`src/rtl/multi_gate_pipe_v.sv`:
```
// multi_gate_pipe_v: two-stage valid/ready pipeline that reduces N_INPUTS
// operands lane-by-lane with one of eight selectable bitwise functions and
// counts the results handed downstream.
module multi_gate_pipe_v #(
    parameter int N_INPUTS = 3,
    parameter int WIDTH    = 4,
    parameter int COUNT_W  = 8
) (
    input  logic                         i_clk,
    input  logic                         i_rst,
    input  logic                         i_valid,
    output logic                         o_ready,
    input  logic [N_INPUTS*WIDTH-1:0]    i_data,
    input  logic [2:0]                   i_code,
    output logic                         o_valid,
    input  logic                         i_ready,
    output logic [WIDTH-1:0]             o_f,
    output logic [COUNT_W-1:0]           o_count
);

    localparam int DW = N_INPUTS * WIDTH;

    localparam logic [2:0] CODE_XOR  = 3'b000;
    localparam logic [2:0] CODE_NAND = 3'b001;
    localparam logic [2:0] CODE_NOR  = 3'b010;
    localparam logic [2:0] CODE_XNOR = 3'b011;
    localparam logic [2:0] CODE_AND  = 3'b100;
    localparam logic [2:0] CODE_OR   = 3'b101;
    localparam logic [2:0] CODE_MAJ  = 3'b110;
    localparam logic [2:0] CODE_EQ   = 3'b111;

    // Lane-wise reduction of all operands; MAJ is a strict majority so a tie
    // yields 0, EQ is true when the lane is all-ones or all-zeros.
    function automatic logic [WIDTH-1:0] reduce_f(input logic [DW-1:0] data,
                                                  input logic [2:0]    code);
        logic [WIDTH-1:0] xor_v;
        logic [WIDTH-1:0] and_v;
        logic [WIDTH-1:0] or_v;
        logic [WIDTH-1:0] maj_v;
        logic [WIDTH-1:0] res_v;
        int               ones;
        xor_v = data[WIDTH-1:0];
        and_v = data[WIDTH-1:0];
        or_v  = data[WIDTH-1:0];
        maj_v = {WIDTH{1'b0}};
        for (int k = 1; k < N_INPUTS; k++) begin
            xor_v = xor_v ^ data[k*WIDTH +: WIDTH];
            and_v = and_v & data[k*WIDTH +: WIDTH];
            or_v  = or_v  | data[k*WIDTH +: WIDTH];
        end
        for (int j = 0; j < WIDTH; j++) begin
            ones = 0;
            for (int k = 0; k < N_INPUTS; k++) begin
                ones = ones + int'(data[k*WIDTH + j]);
            end
            maj_v[j] = (ones > (N_INPUTS / 2));
        end
        case (code)
            CODE_XOR:  res_v = xor_v;
            CODE_NAND: res_v = ~and_v;
            CODE_NOR:  res_v = ~or_v;
            CODE_XNOR: res_v = ~xor_v;
            CODE_AND:  res_v = and_v;
            CODE_OR:   res_v = or_v;
            CODE_MAJ:  res_v = maj_v;
            CODE_EQ:   res_v = and_v | ~or_v;
            default:   res_v = {WIDTH{1'b0}};
        endcase
        return res_v;
    endfunction

    logic              s1_valid_r;
    logic [DW-1:0]     s1_data_r;
    logic [2:0]        s1_code_r;
    logic              s2_free_s;
    logic [WIDTH-1:0]  f_s;

    // Handshake steering and stage-2 function evaluation from the S1 holding register.
    always_comb begin
        s2_free_s = 1'b0;
        o_ready   = 1'b0;
        f_s       = {WIDTH{1'b0}};
        s2_free_s = !o_valid || i_ready;
        o_ready   = !s1_valid_r || s2_free_s;
        f_s       = reduce_f(s1_data_r, s1_code_r);
    end

    // Stage 1: capture the incoming beat whenever the stage can move forward.
    always_ff @(posedge i_clk) begin
        if (i_rst) begin
            s1_valid_r <= 1'b0;
            s1_data_r  <= {DW{1'b0}};
            s1_code_r  <= 3'b000;
        end else if (o_ready) begin
            s1_valid_r <= i_valid;
            if (i_valid) begin
                s1_data_r <= i_data;
                s1_code_r <= i_code;
            end
        end
    end

    // Stage 2: register the result; o_f keeps its last value when a bubble moves in.
    always_ff @(posedge i_clk) begin
        if (i_rst) begin
            o_valid <= 1'b0;
            o_f     <= {WIDTH{1'b0}};
        end else if (s2_free_s) begin
            o_valid <= s1_valid_r;
            if (s1_valid_r) begin
                o_f <= f_s;
            end
        end
    end

    // Delivered-result counter, wraps naturally at 2^COUNT_W.
    always_ff @(posedge i_clk) begin
        if (i_rst) begin
            o_count <= {COUNT_W{1'b0}};
        end else if (o_valid && i_ready) begin
            o_count <= o_count + {{(COUNT_W-1){1'b0}}, 1'b1};
        end
    end

endmodule
```
`config.mk`:
```
export PLATFORM = sky130hd
export DESIGN_NAME = multi_gate_pipe_v
export DESIGN_NICKNAME = d
export VERILOG_FILES = /design/src/rtl/multi_gate_pipe_v.sv
export SDC_FILE = /design/constraint.sdc
export NUM_CORES = 1
export LEC_CHECK = 0
export BUFFER_PORTS_ARGS = -buffer_cell sky130_fd_sc_hd__buf_2
export CAP_MARGIN = 10
export CORE_ASPECT_RATIO = 1.4
export CORE_MARGIN = 5
export CORE_UTILIZATION = 44
export DETAILED_ROUTE_END_ITERATION = 8
export PLACE_DENSITY = 0.69
export SYNTH_ARGS = -nofsm -noshare
export SYNTH_HDL_FRONTEND = slang
export SYNTH_SLANG_ARGS = --single-unit
```
`constraint.sdc`:
```
create_clock -name i_clk -period 2.04 [get_ports i_clk]
set_clock_uncertainty 0.1 [all_clocks]
set_input_delay 0.408 -clock i_clk [delete_from_list [all_inputs] [get_ports i_clk]]
set_output_delay 0.408 -clock i_clk [all_outputs]
set_load 0.03 [all_outputs]
```
* Word-level counts from Yosys, hierarchy flattened
Index checks and enable logic that the tools add are counted.
Word-level totals: bits in registers 29, latch bits 0, bits in writable memories 0, ROM bits 0, input port bits 19, output and inout bits 14, word-level logic and storage cells 45, memories kept 0
Cells by class: $add $sub $neg 9, multipliers 0, div/mod/pow operators 0, $lt $le $gt $ge 4, equal/unequal tests 7, shifts and indexed selects 0, mux-type cells 1, bitwise operators 10, reduce and logical (&&, ||, !) cells 8
Operators by type and width (count):
- one-hot mux 4 bit (8 select lines) | 1
- adder 2 x 1 -> 3 bit | 4
- == test 3 bit (second input constant) | 4
- greater-than comparator 3 x 1 -> 1 bit (second input constant) | 4
- NOT 4 bit | 3
- bitwise OR 4 bit | 3
- adder 1 x 1 -> 2 bit | 4
- adder 8 x 1 -> 8 bit (second input constant) | 1
- bitwise AND 4 bit | 2
- XOR 4 bit | 2
- == test 3 x 2 -> 1 bit (second input constant) | 2
- AND reduction 2 bit | 2
- == test 3 x 1 -> 1 bit (second input constant) | 1
- logical NOT 3 bit | 1
- logical NOT 1 bit | 2
- logical OR 1 bit | 2
- logical AND 1 bit | 1

* Depth between registers and ports, before layout
Gate-level depths: netlist of the first run.
word-level depth 5, mapped depth 6, gate-level depth less buffers 6

* Least setup slack after synthesis of the first run
OpenSTA, ideal clock, no wires.
path kind reg2reg, start reg s1_data_r[8], end reg o_f[0], library setup time 117 ps, arrival time 1565 ps, required time 1823 ps, setup slack 257 ps, cell stages (with the launch flop) 7, period minus slack after synthesis 1783 ps, cell sequence dfxtp_1 -> buf_2 -> inv_1 -> fa_1 -> a311oi_1 -> o221ai_1 -> a32o_1
Between the ends: word-level cells in the longest chain between the ends 4, elaborated cells between the ends (all ways) 10
Ends and longest elaborated chain:
- start: declaration | RTL line 73 | logic [DW-1:0] s1_data_r;
- start signal: assignment | RTL line 92 | s1_data_r <= {DW{1'b0}};
- start signal: assignment | RTL line 97 | s1_data_r <= i_data;
- parallel branches: the longest is 3 deep, another holds adder 2 x 1 -> 3 bit
- one-hot mux 4 bit (8 select lines) * | RTL line 58 | case (code)
- end signal: assignment | RTL line 107 | o_f <= {WIDTH{1'b0}};
- end signal: assignment | RTL line 111 | o_f <= f_s;
- end: declaration | RTL line 17 | output logic [WIDTH-1:0] o_f,
Mark *: on every way between the ends. A chain may end at the register's enable or synchronous reset.

* Worst setup path in the final report of the first run
start reg s1_data_r[0], end reg o_f[0]
Between the ends: word-level cells in the longest chain between the ends 5, elaborated cells between the ends (all ways) 14
Ends and longest elaborated chain (RTL line):
- parallel branches: the longest is 4 deep, another holds adder 2 x 1 -> 3 bit
- one-hot mux 4 bit (8 select lines) * | 58
Marked as above.

==> qor.csv, run 1 <==
stage,metric,value,unit
critical_path,slowest_delay,0.50,ns
clock_tree,clockBufferDepth,2,
run_status,status,"complete, no violations",
logic_synthesis,synth_area_per_cell,8.26,µm²
critical_path,cp.arrival,1.94,ns
finish,fin_nets,272,
place,portBuffers,32,
power,leakagePower,0.808,nW
power,pwr_density_cell,645,nW/µm²
timing,setup_viol,0,
logic_synthesis,yosys_register_bits,29,
finish,antenna_cells,0,
global_route,grt_pass1_wl,6140,µm
clock_tree,cts_hold_buf,0,
logic_synthesis,synth_top_area_share,33.8,%
critical_path,crit_fanout,3,
finish,finish.utilization,51.5,%
logic_synthesis,synth_compound_area_share,19.2,%
critical_path,crit_chain,"inv_1, fa_1, a311oi_1, o221ai_1, a32o_1",
logic_synthesis,synth_nets,240,
detailed_routing,drc,0,
timing,tightest_slew,0.570,ns
floorplanning,die_h,83.9,µm
critical_path,cp.required,2.10,ns
logic_synthesis,async_flop_share,0,%
detailed_routing,ant_nets,0,
floorplanning,die-area,5270,µm²
timing,finalMaxSlewViolations,0,
clock_tree,cts.sinks,29,
detailed_routing,vias,1500,
floorplanning,placementRows,27,
finish,drive_gt1_share,21.6,%
critical_path,ff2ff_setup_slack,0.16,ns
clock_tree,cts-root-buf,clkbuf_8,
clock_tree,post_cts_buffers,0,
hold_path,min_from,i_data[11],
detailed_routing,wl_per_cell,12.5,µm
timing,finalHoldViolations,0,
run,drv_cap,0,
logic_synthesis,yosys-top-cells-area,"dfxtp_1 (34%), nand2_1 (9.4%), ha_1 (6.6%)",
detailed_routing,drt-initial-drc-count,30,
global_route,grt_pass1_vias,1481,
logic_synthesis,ys.flop_type,dfxtp_1,
logic_synthesis,synth_top_area_cell,dfxtp_1,
timing,fin_crit,1.88,ns
critical_path,critPathLaunchType,flop,
power,ir_worst_vdd,0.000485,V
logic_synthesis,synth-adder-area-share,11.2,%
hold_path,hold_path.class,in2reg,
logic_synthesis,synthMuxAreaShare,3.57,%
critical_path,worst-setup-path-type,reg2reg,
clock_tree,cts-htree-levels,2,
logic_synthesis,ys_seq_area_share,33.8,%
detailed_routing,drt-vias-per-instance,5.28,
clock_tree,path_clk_slew,0.06,ns
detailed_routing,drtPass1Iterations,4,
logic_synthesis,yosysWarnings,0,
critical_path,timing.rr.start,s1_data_r[0],
global_route,overflow,0,
timing,rsz0062_at_grt,no,
logic_synthesis,synthSimpleGateAreaFrac,22.8,%
floorplanning,die_w,62.8,µm
place,placed_cells,276,
floorplanning,ios,33,
logic_synthesis,synth_xor_area_share,2.55,%
place,gp_congestion,0.785,
critical_path,rr_endpoint,o_f[0],
clock_tree,cts_tree,done,
timing,relSlewSlack,61.9,%
timing,min_period_over_period,92.1,%
global_route,grt_max_degree,20,
floorplanning,core,3850,µm²
timing,setup-tns-final,0,ns
critical_path,slowest_stage,fa_1,
logic_synthesis,synth_cell_types,49,
clock_tree,cts_buffers,5,
finish,post_layout_nonfiller_instances,284,
finish,syn_to_final_growth,15.4,%
critical_path,worst_setup_path_end_kind,flop,
timing,max_freq,0.532,GHz
place,hpwl,2670,µm
global_route,antenna_found_initial,0,
logic_synthesis,synth_edf_count,0,
clock_tree,worstSkewPairLatency,0.28,ns
clock_tree,cts_resized,0,
hold_path,hold_depth,3,
critical_path,rr_worst_depth,5,
logic_synthesis,synth_top_family_by_area,simple AND/OR/NAND/NOR gates,
global_route,track_usage,14.0,%
hold_path,min_to,s1_data_r[11],
logic_synthesis,syn_inst,208,
detailed_routing,finalWirelength,3560,µm
logic_synthesis,syn-cell-area,1720,µm²
floorplanning,start_util,44.6,%
stage by stage:
step                total power, mW  hold slack, ns  instance area [µm²]  setup slack (ns)
floorplan                     0.784           0.353                 1720             0.257
global placement              0.838           0.353                 1900             0.248
detailed placement            0.842           0.368                 1900             0.192
CTS                            1.30           0.264                 1980             0.184
global route                   1.35           0.272                 1980             0.113
finish                         1.28           0.267                 1980             0.162
where the power goes:
part | internal [mW] | leakage [nW] | total (mW) | switching, mW
sequential | 0.593 | 0.237 | 0.626 | 0.0338
combinational | 0.0872 | 0.526 | 0.201 | 0.113
clock | 0.236 | 0.0450 | 0.451 | 0.216
total | 0.916 | 0.808 | 1.28 | 0.363
cell type report:
type,instances,area (µm²)
Tap cell,43,53.8
Fill cell,407,1870
Clock buffer,6,72.6
Clock inverter,2,10.0
Timing Repair Buffer,36,190
Sequential cell,29,581
Inverter,15,56.3
Multi-Input combinational cell,153,1020
flip-flops by register name, summed over array words and instances, names as in the netlist:
signal and flops:
s1_data_r 12, s1_code_r 3, o_count 8, s1_valid_r 1, o_f 4, o_valid 1
cells by family after synthesis:
logic type / after synthesis
simple gates: 78
compound gates: 51
flops: 29
buf+inv: 26
fa+ha+maj: 13
mux: 6
xor+xnor: 5
layer usage:
layer	wire length, µm	up-vias	GRT usage [%]	part of all wire [%]
li1	-	773	-	-
met1	1580	686	15.9	44
met2	1790	35	24.8	50
met3	137	6	2.56	3.8
met4	55	0	6.56	1.5
met5	0	-	0	0
worst max-delay path: cells and delay by family (launching register included):
kind,cells,cell delay [ns]
buffers and inverters,1,0.08
adders and majority gates,1,0.50
AOI/OAI and AO/OA,3,0.74
DFF,1,0.35
placed cells by master (no fill, tap or decap), drive strengths merged, types with 3 or more instances in the layout:
master and instances:
a21oi 24, a32oi 3, buf 36, clkbuf 6, dfxtp 29, fa 4
ha 9, inv 15, mux2i 5, nand2 44, nand3 4, nand3b 4
nor2 9, nor2b 4, nor3b 3, o21ai 7, xnor2 3
cells in the mapped netlist, types with 2 or more instances:
cell type and n:
nand2_1 43, dfxtp_1 29, a21oi_1 22, inv_1 15, ha_1 9, nor2_1 9, buf_2 5, mux2i_1 5
o21ai_0 5, fa_1 4, nand3b_1 4, a32oi_1 3, nand3_1 3, nor2b_1 3, xnor2_1 3, a22oi_1 2
a311oi_1 2, a31oi_1 2, buf_4 2, clkbuf_1 2, nor3b_1 2, o21ai_1 2, o221ai_1 2, o22ai_1 2
o31ai_1 2, or3_1 2, xor2_1 2
worst max-delay path by stage:
| stage | cells after the start | endpoint | slack (ns) | from |
|---|---|---|---|---|
| 2_1_floorplan | 6 | o_f[0] | 0.26 | s1_data_r[8] |
| 3_3_place_gp | 5 | o_f[0] | 0.25 | s1_data_r[0] |
| 3_5_place_dp | 5 | o_f[0] | 0.19 | s1_data_r[0] |
| 4_1_cts | 5 | o_f[0] | 0.18 | s1_data_r[0] |
| 5_1_grt | 5 | o_f[0] | 0.11 | s1_data_r[0] |
| 6_report | 5 | o_f[0] | 0.16 | s1_data_r[0] |
(Power assumes the default switching activity.)
==> inputs of run 2 (changes only) <==
--- a/config.mk
+++ b/config.mk
@@ -10,6 +10,7 @@
 export CORE_ASPECT_RATIO = 1.4
 export CORE_MARGIN = 5
 export CORE_UTILIZATION = 44
+export CTS_BUF_LIST = sky130_fd_sc_hd__clkbuf_8
 export DETAILED_ROUTE_END_ITERATION = 8
 export PLACE_DENSITY = 0.69
 export SYNTH_ARGS = -nofsm -noshare
==> qor.csv, run 2 (synthesized netlist as in run 1, its figures left out) <==
stage,metric,value,unit,change
run_status,status,"complete, no violations",,unchanged
hold_path,min_from,i_data[11],,unchanged
critical_path,worst_setup_path_end_kind,flop,,unchanged
clock_tree,cts_tree,done,,unchanged
clock_tree,cts_buffers,5,,unchanged
place,hpwl,2670,µm,unchanged
finish,multiInputGateArea,1020,µm²,unchanged
critical_path,slowest_stage,fa_1,,unchanged
finish,regMostFlops,s1_data_r,,unchanged
floorplanning,die-area,5270,µm²,unchanged
detailed_routing,finalWirelength,3560,µm,about the same
detailed_routing,drt-initial-drc-count,30,,unchanged
floorplanning,ios,33,,unchanged
detailed_routing,wl_per_cell,12.5,µm,about the same
timing,finalHoldViolations,0,,unchanged
clock_tree,post_cts_buffers,0,,unchanged
detailed_routing,vias,1500,,unchanged
power,pwr_density_cell,643,nW/µm²,was 645 nW/µm²
clock_tree,cts_hold_buf,0,,unchanged
timing,setup-tns-final,0,ns,unchanged
critical_path,cp.arrival,1.94,ns,about the same
power,leakagePower,0.812,nW,was 0.808 nW
floorplanning,die_h,83.9,µm,unchanged
critical_path,crit_chain,"inv_1, fa_1, a311oi_1, o221ai_1, a32o_1",,unchanged
detailed_routing,drt-vias-per-instance,5.28,,unchanged
timing,setup_ws,0.162,ns,unchanged
global_route,grt_pass1_wl,6140,µm,unchanged
floorplanning,core,3850,µm²,unchanged
timing,finalMaxSlewViolations,0,,unchanged
global_route,antenna_found_initial,0,,unchanged
place,gp_congestion,0.785,,unchanged
timing,relSlewSlack,61.9,%,about the same
finish,final_cell_mix,"nand2_1 (43), buf_2 (32), dfxtp_1 (29), a21oi_1 (22), inv_1 (16)",,"was nand2_1 (43), buf_2 (32), dfxtp_1 (29), a21oi_1 (22), inv_1 (15)"
critical_path,worst-path-buf-inv,1,,unchanged
global_route,grt_use_met1,15.9,%,unchanged
finish,layout.area.seq,581,µm²,unchanged
finish,antenna_cells,0,,unchanged
run,drv_cap,0,,unchanged
critical_path,worst-setup-path-type,reg2reg,,unchanged
global_route,grt_pass1_vias,1481,,unchanged
floorplanning,die_w,62.8,µm,unchanged
clock_tree,worstSkewPairLatency,0.28,ns,about the same
detailed_routing,drc,0,,unchanged
global_route,grt_util_met3,2.56,%,unchanged
critical_path,slowest_delay,0.50,ns,about the same
clock_tree,cts-root-buf,clkbuf_8,,unchanged
timing,whs,0.267,ns,about the same
timing,rsz0062_at_grt,no,,unchanged
clock_tree,clockBufferDepth,2,,unchanged
finish,layout_commonest_cell,nand2_1,,unchanged
timing,setup_viol,0,,unchanged
floorplanning,start_util,44.6,%,unchanged
finish,fin_nets,272,,unchanged
finish,drive_gt1_share,21.6,%,unchanged
hold_path,hold_path.class,in2reg,,unchanged
clock_tree,cts.sinks,29,,unchanged
global_route,grt_max_degree,20,,unchanged
place,portBuffers,32,,unchanged
critical_path,crit_start,s1_data_r[0],,unchanged
critical_path,timing.rr.start,s1_data_r[0],,unchanged
global_route,top_usage_layer,met2,,unchanged
timing,tightest_slew,0.570,ns,about the same
critical_path,critPathTopFamily,compound AO/OA/AOI/OAI gates,,unchanged
critical_path,crit_fanout,3,,unchanged
finish,syn_to_final_growth,15.4,%,unchanged
finish,largest_reg_flops,12,,unchanged
timing,min_period_over_period,92.1,%,unchanged
timing,fin_crit,1.88,ns,unchanged
detailed_routing,ant_nets,0,,unchanged
timing,max_freq,0.532,GHz,unchanged
global_route,overflow,0,,unchanged
finish,reg_top3,"s1_data_r: 12 flops, o_count: 8 flops, o_f: 4 flops",,unchanged
place,pre_cts_ws,0.192,ns,unchanged
critical_path,critPathLaunchType,flop,,unchanged
clock_tree,cts-htree-levels,2,,unchanged
global_route,track_usage,14.0,%,unchanged
finish,final.fill_count,407,,unchanged
floorplanning,placementRows,27,,unchanged
clock_tree,path_clk_slew,0.06,ns,about the same
critical_path,cp.required,2.10,ns,about the same
detailed_routing,drtPass1Iterations,4,,unchanged
global_route,met2_usage,24.8,%,unchanged
power,ir_worst_vdd,0.000485,V,about the same
clock_tree,cts_resized,0,,unchanged
[run 2: changes by cell type in the layout (fill, tap and decap cells not counted)]
cell      delta
inv_1        +1
clkbuf_1     -1
[run 2: area by class of cell]
type                       instances  share of cell area, %
multi-input combinational        153                   51.4
sequential                        29                   29.3
timing repair buffer              36                   9.60
clock buffer                       5                   3.47
inverter                          15                   2.84
tap                               43                   2.71
clock inverter                     3                  0.694
[run 2: routing by layer]
metal	wire length, µm	up-vias
met3	137	6
met4	55	0
met1	1570	686
li1	-	773
met2	1790	35
met5	0	-
[run 2: path summary, 6_finish.rpt]
path | slack, ns | endpoint | cells past startpoint
max | 0.16 | o_f[0] | 5
min | 0.27 | s1_data_r[11] | 3
max reg2reg | 0.16 | o_f[0] | 5
min reg2reg | 0.37 | s1_data_r[4] | 2
[run 2: report_power, final]
| part | internal, mW | switching [mW] | total, mW |
|---|---|---|---|
| registers | 0.593 | 0.0338 | 0.626 |
| logic | 0.0872 | 0.113 | 0.201 |
| clock network | 0.231 | 0.216 | 0.446 |
| total | 0.911 | 0.363 | 1.27 |
[run 2: worst min-delay path: stages]
cell and delay [ns]:
buf_2 0.09, nand2_1 0.04, a21oi_1 0.05
[run 2: through the flow]
step / instance area (µm²) / utilization [%] / cells / power, mW
2_1_floorplan: 1720 / - / 208 / 0.784
3_3_place_gp: 1900 / 49.3 / 276 / 0.838
3_5_place_dp: 1900 / 49.3 / 276 / 0.842
4_1_cts: 1980 / 51.5 / 284 / 1.29
5_1_grt: 1980 / 51.5 / 284 / 1.35
6_report: 1980 / 51.5 / 284 / 1.27
==> inputs of run 3 (changes only) <==
--- a/config.mk
+++ b/config.mk
@@ -12,7 +12,8 @@
 export CORE_UTILIZATION = 44
 export CTS_BUF_LIST = sky130_fd_sc_hd__clkbuf_8
 export DETAILED_ROUTE_END_ITERATION = 8
-export PLACE_DENSITY = 0.69
+export PLACE_DENSITY = 0.71
+export SLEW_MARGIN = 20
 export SYNTH_ARGS = -nofsm -noshare
 export SYNTH_HDL_FRONTEND = slang
 export SYNTH_SLANG_ARGS = --single-unit
==> qor.csv, run 3 (synthesized netlist as in run 1, its figures left out) <==
stage,metric,value,unit,change
hold_path,hold_path.class,in2reg,,unchanged
critical_path,worst-setup-path-type,reg2reg,,unchanged
critical_path,crit_chain,"inv_1, fa_1, a311oi_1, o221ai_1, a32o_1",,unchanged
run,drv_cap,0,,unchanged
timing,relSlewSlack,60.6,%,was 61.9%
hold_path,hold_depth,3,,unchanged
detailed_routing,wl_per_cell,13.0,µm,was 12.5 µm
timing,finalHoldViolations,0,,unchanged
critical_path,timing.rr.start,s1_data_r[8],,was s1_data_r[0]
clock_tree,worstSkewPairLatency,0.28,ns,about the same
critical_path,crit_fanout,7,,was 3
timing,finalMaxSlewViolations,0,,unchanged
finish,fin_nets,271,,was 272
detailed_routing,drt-vias-per-instance,5.36,,was 5.28
floorplanning,die_h,83.9,µm,unchanged
clock_tree,cts_resized,0,,unchanged
place,gp_congestion,0.711,,was 0.785
detailed_routing,drc,0,,unchanged
clock_tree,clockBufferDepth,2,,unchanged
finish,largest_reg_flops,12,,unchanged
critical_path,ff2ff_setup_slack,0.14,ns,was 0.16 ns
floorplanning,ios,33,,unchanged
critical_path,worst_setup_path_end_kind,flop,,unchanged
global_route,grt_pass1_vias,1518,,was 1481
critical_path,rr_worst_depth,5,,unchanged
critical_path,cp.required,2.11,ns,was 2.10 ns
finish,multiInputGateArea,1020,µm²,unchanged
power,pwr_density_cell,678,nW/µm²,was 643 nW/µm²
power,leakagePower,0.812,nW,about the same
finish,syn_to_final_growth,16.0,%,was 15.4%
clock_tree,cts_buffers,5,,unchanged
timing,setup-tns-final,0,ns,unchanged
clock_tree,cts-htree-levels,2,,unchanged
run_status,status,"complete, no violations",,unchanged
timing,fin_crit,1.90,ns,was 1.88 ns
detailed_routing,drt-initial-drc-count,26,,was 30
clock_tree,cts_tree,done,,unchanged
critical_path,cp.arrival,1.97,ns,was 1.94 ns
floorplanning,core,3850,µm²,unchanged
floorplanning,start_util,44.6,%,unchanged
finish,layout.area.seq,581,µm²,unchanged
timing,whs,0.262,ns,was 0.267 ns
finish,final.fill_count,402,,was 407
global_route,grt_max_degree,20,,unchanged
critical_path,slowest_delay,0.46,ns,was 0.50 ns
critical_path,critPathLaunchType,flop,,unchanged
critical_path,rr_endpoint,o_f[0],,unchanged
finish,final_cell_mix,"nand2_1 (43), buf_2 (32), dfxtp_1 (29), a21oi_1 (22), inv_1 (15)",,"was nand2_1 (43), buf_2 (32), dfxtp_1 (29), a21oi_1 (22), inv_1 (16)"
finish,layout_commonest_cell,nand2_1,,unchanged
finish,antenna_cells,0,,unchanged
floorplanning,placementRows,27,,unchanged
clock_tree,cts.sinks,29,,unchanged
power,ir_worst_vdd,0.000760,V,was 0.000485 V
timing,rsz0062_at_grt,no,,unchanged
timing,max_freq,0.526,GHz,was 0.532 GHz
power,fin_total_pwr,1.35,mW,was 1.27 mW
clock_tree,cts-root-buf,clkbuf_8,,unchanged
hold_path,min_to,s1_data_r[8],,was s1_data_r[11]
place,hpwl,2720,µm,was 2670 µm
global_route,grt_pass1_wl,6490,µm,was 6140 µm
finish,reg_top3,"s1_data_r: 12 flops, o_count: 8 flops, o_f: 4 flops",,unchanged
timing,min_period_over_period,93.3,%,was 92.1%
global_route,overflow,0,,unchanged
finish,drive_gt1_share,21.7,%,was 21.6%
hold_path,min_from,i_data[8],,was i_data[11]
floorplanning,die-area,5270,µm²,unchanged
detailed_routing,finalWirelength,3680,µm,was 3560 µm
clock_tree,cts_hold_buf,0,,unchanged
global_route,antenna_found_initial,0,,unchanged
floorplanning,die_w,62.8,µm,unchanged
place,portBuffers,32,,unchanged
detailed_routing,vias,1517,,was 1500
critical_path,slowest_stage,fa_1,,unchanged
global_route,track_usage,15.0,%,was 14.0%
finish,regMostFlops,s1_data_r,,unchanged
timing,setup_viol,0,,unchanged
timing,tightest_slew,0.589,ns,was 0.570 ns
detailed_routing,ant_nets,0,,unchanged
detailed_routing,drtPass1Iterations,4,,unchanged
clock_tree,path_clk_slew,0.06,ns,about the same
clock_tree,post_cts_buffers,0,,unchanged
[run 3: area by class of cell]
| class | count | area share (%) |
|---|---|---|
| multi-input cells | 153 | 51.1 |
| flip-flops and latches | 29 | 29.1 |
| repair buffers | 35 | 9.17 |
| clock buffers | 7 | 4.83 |
| inverters | 15 | 2.82 |
| well taps | 43 | 2.70 |
| clock inverters | 1 | 0.251 |
[run 3: worst max-delay path by stage]
stage                      start      to  slack (ns)
finish              s1_data_r[8]  o_f[0]        0.14
detailed placement  s1_data_r[8]  o_f[0]        0.14
global placement    s1_data_r[8]  o_f[0]        0.20
floorplan           s1_data_r[8]  o_f[0]        0.26
CTS                 s1_data_r[8]  o_f[0]        0.13
global route        s1_data_r[8]  o_f[0]        0.04
[run 3: metal layers]
metal,track usage [%],part of all wire [%]
met1,17.5,45
met2,25.7,50
met3,3.23,3.6
met4,6.76,1.9
met5,0,0
[run 3: report_power, final]
part | total, mW | internal (mW) | switching, mW
Clock | 0.522 | 0.304 | 0.218
Combinational | 0.200 | 0.0859 | 0.114
Sequential | 0.628 | 0.593 | 0.0356
Total | 1.35 | 0.983 | 0.368
[run 3: stage by stage]
step	instances	setup WS, ns	cell area (µm²)	utilization [%]
floorplan	208	0.257	1720	-
global placement	275	0.197	1890	49.1
detailed placement	275	0.140	1890	49.1
CTS	283	0.131	1990	51.8
global route	283	0.0386	1990	51.8
finish	283	0.138	1990	51.8
[run 3: worst max-delay path: cells and delay by family, from the launching register on]
kind,cells,cell delay (ns)
AO/OA/AOI/OAI,3,0.71
adder cells (fa/ha/maj),1,0.46
flip-flops,1,0.45
buffers and inverters,1,0.08
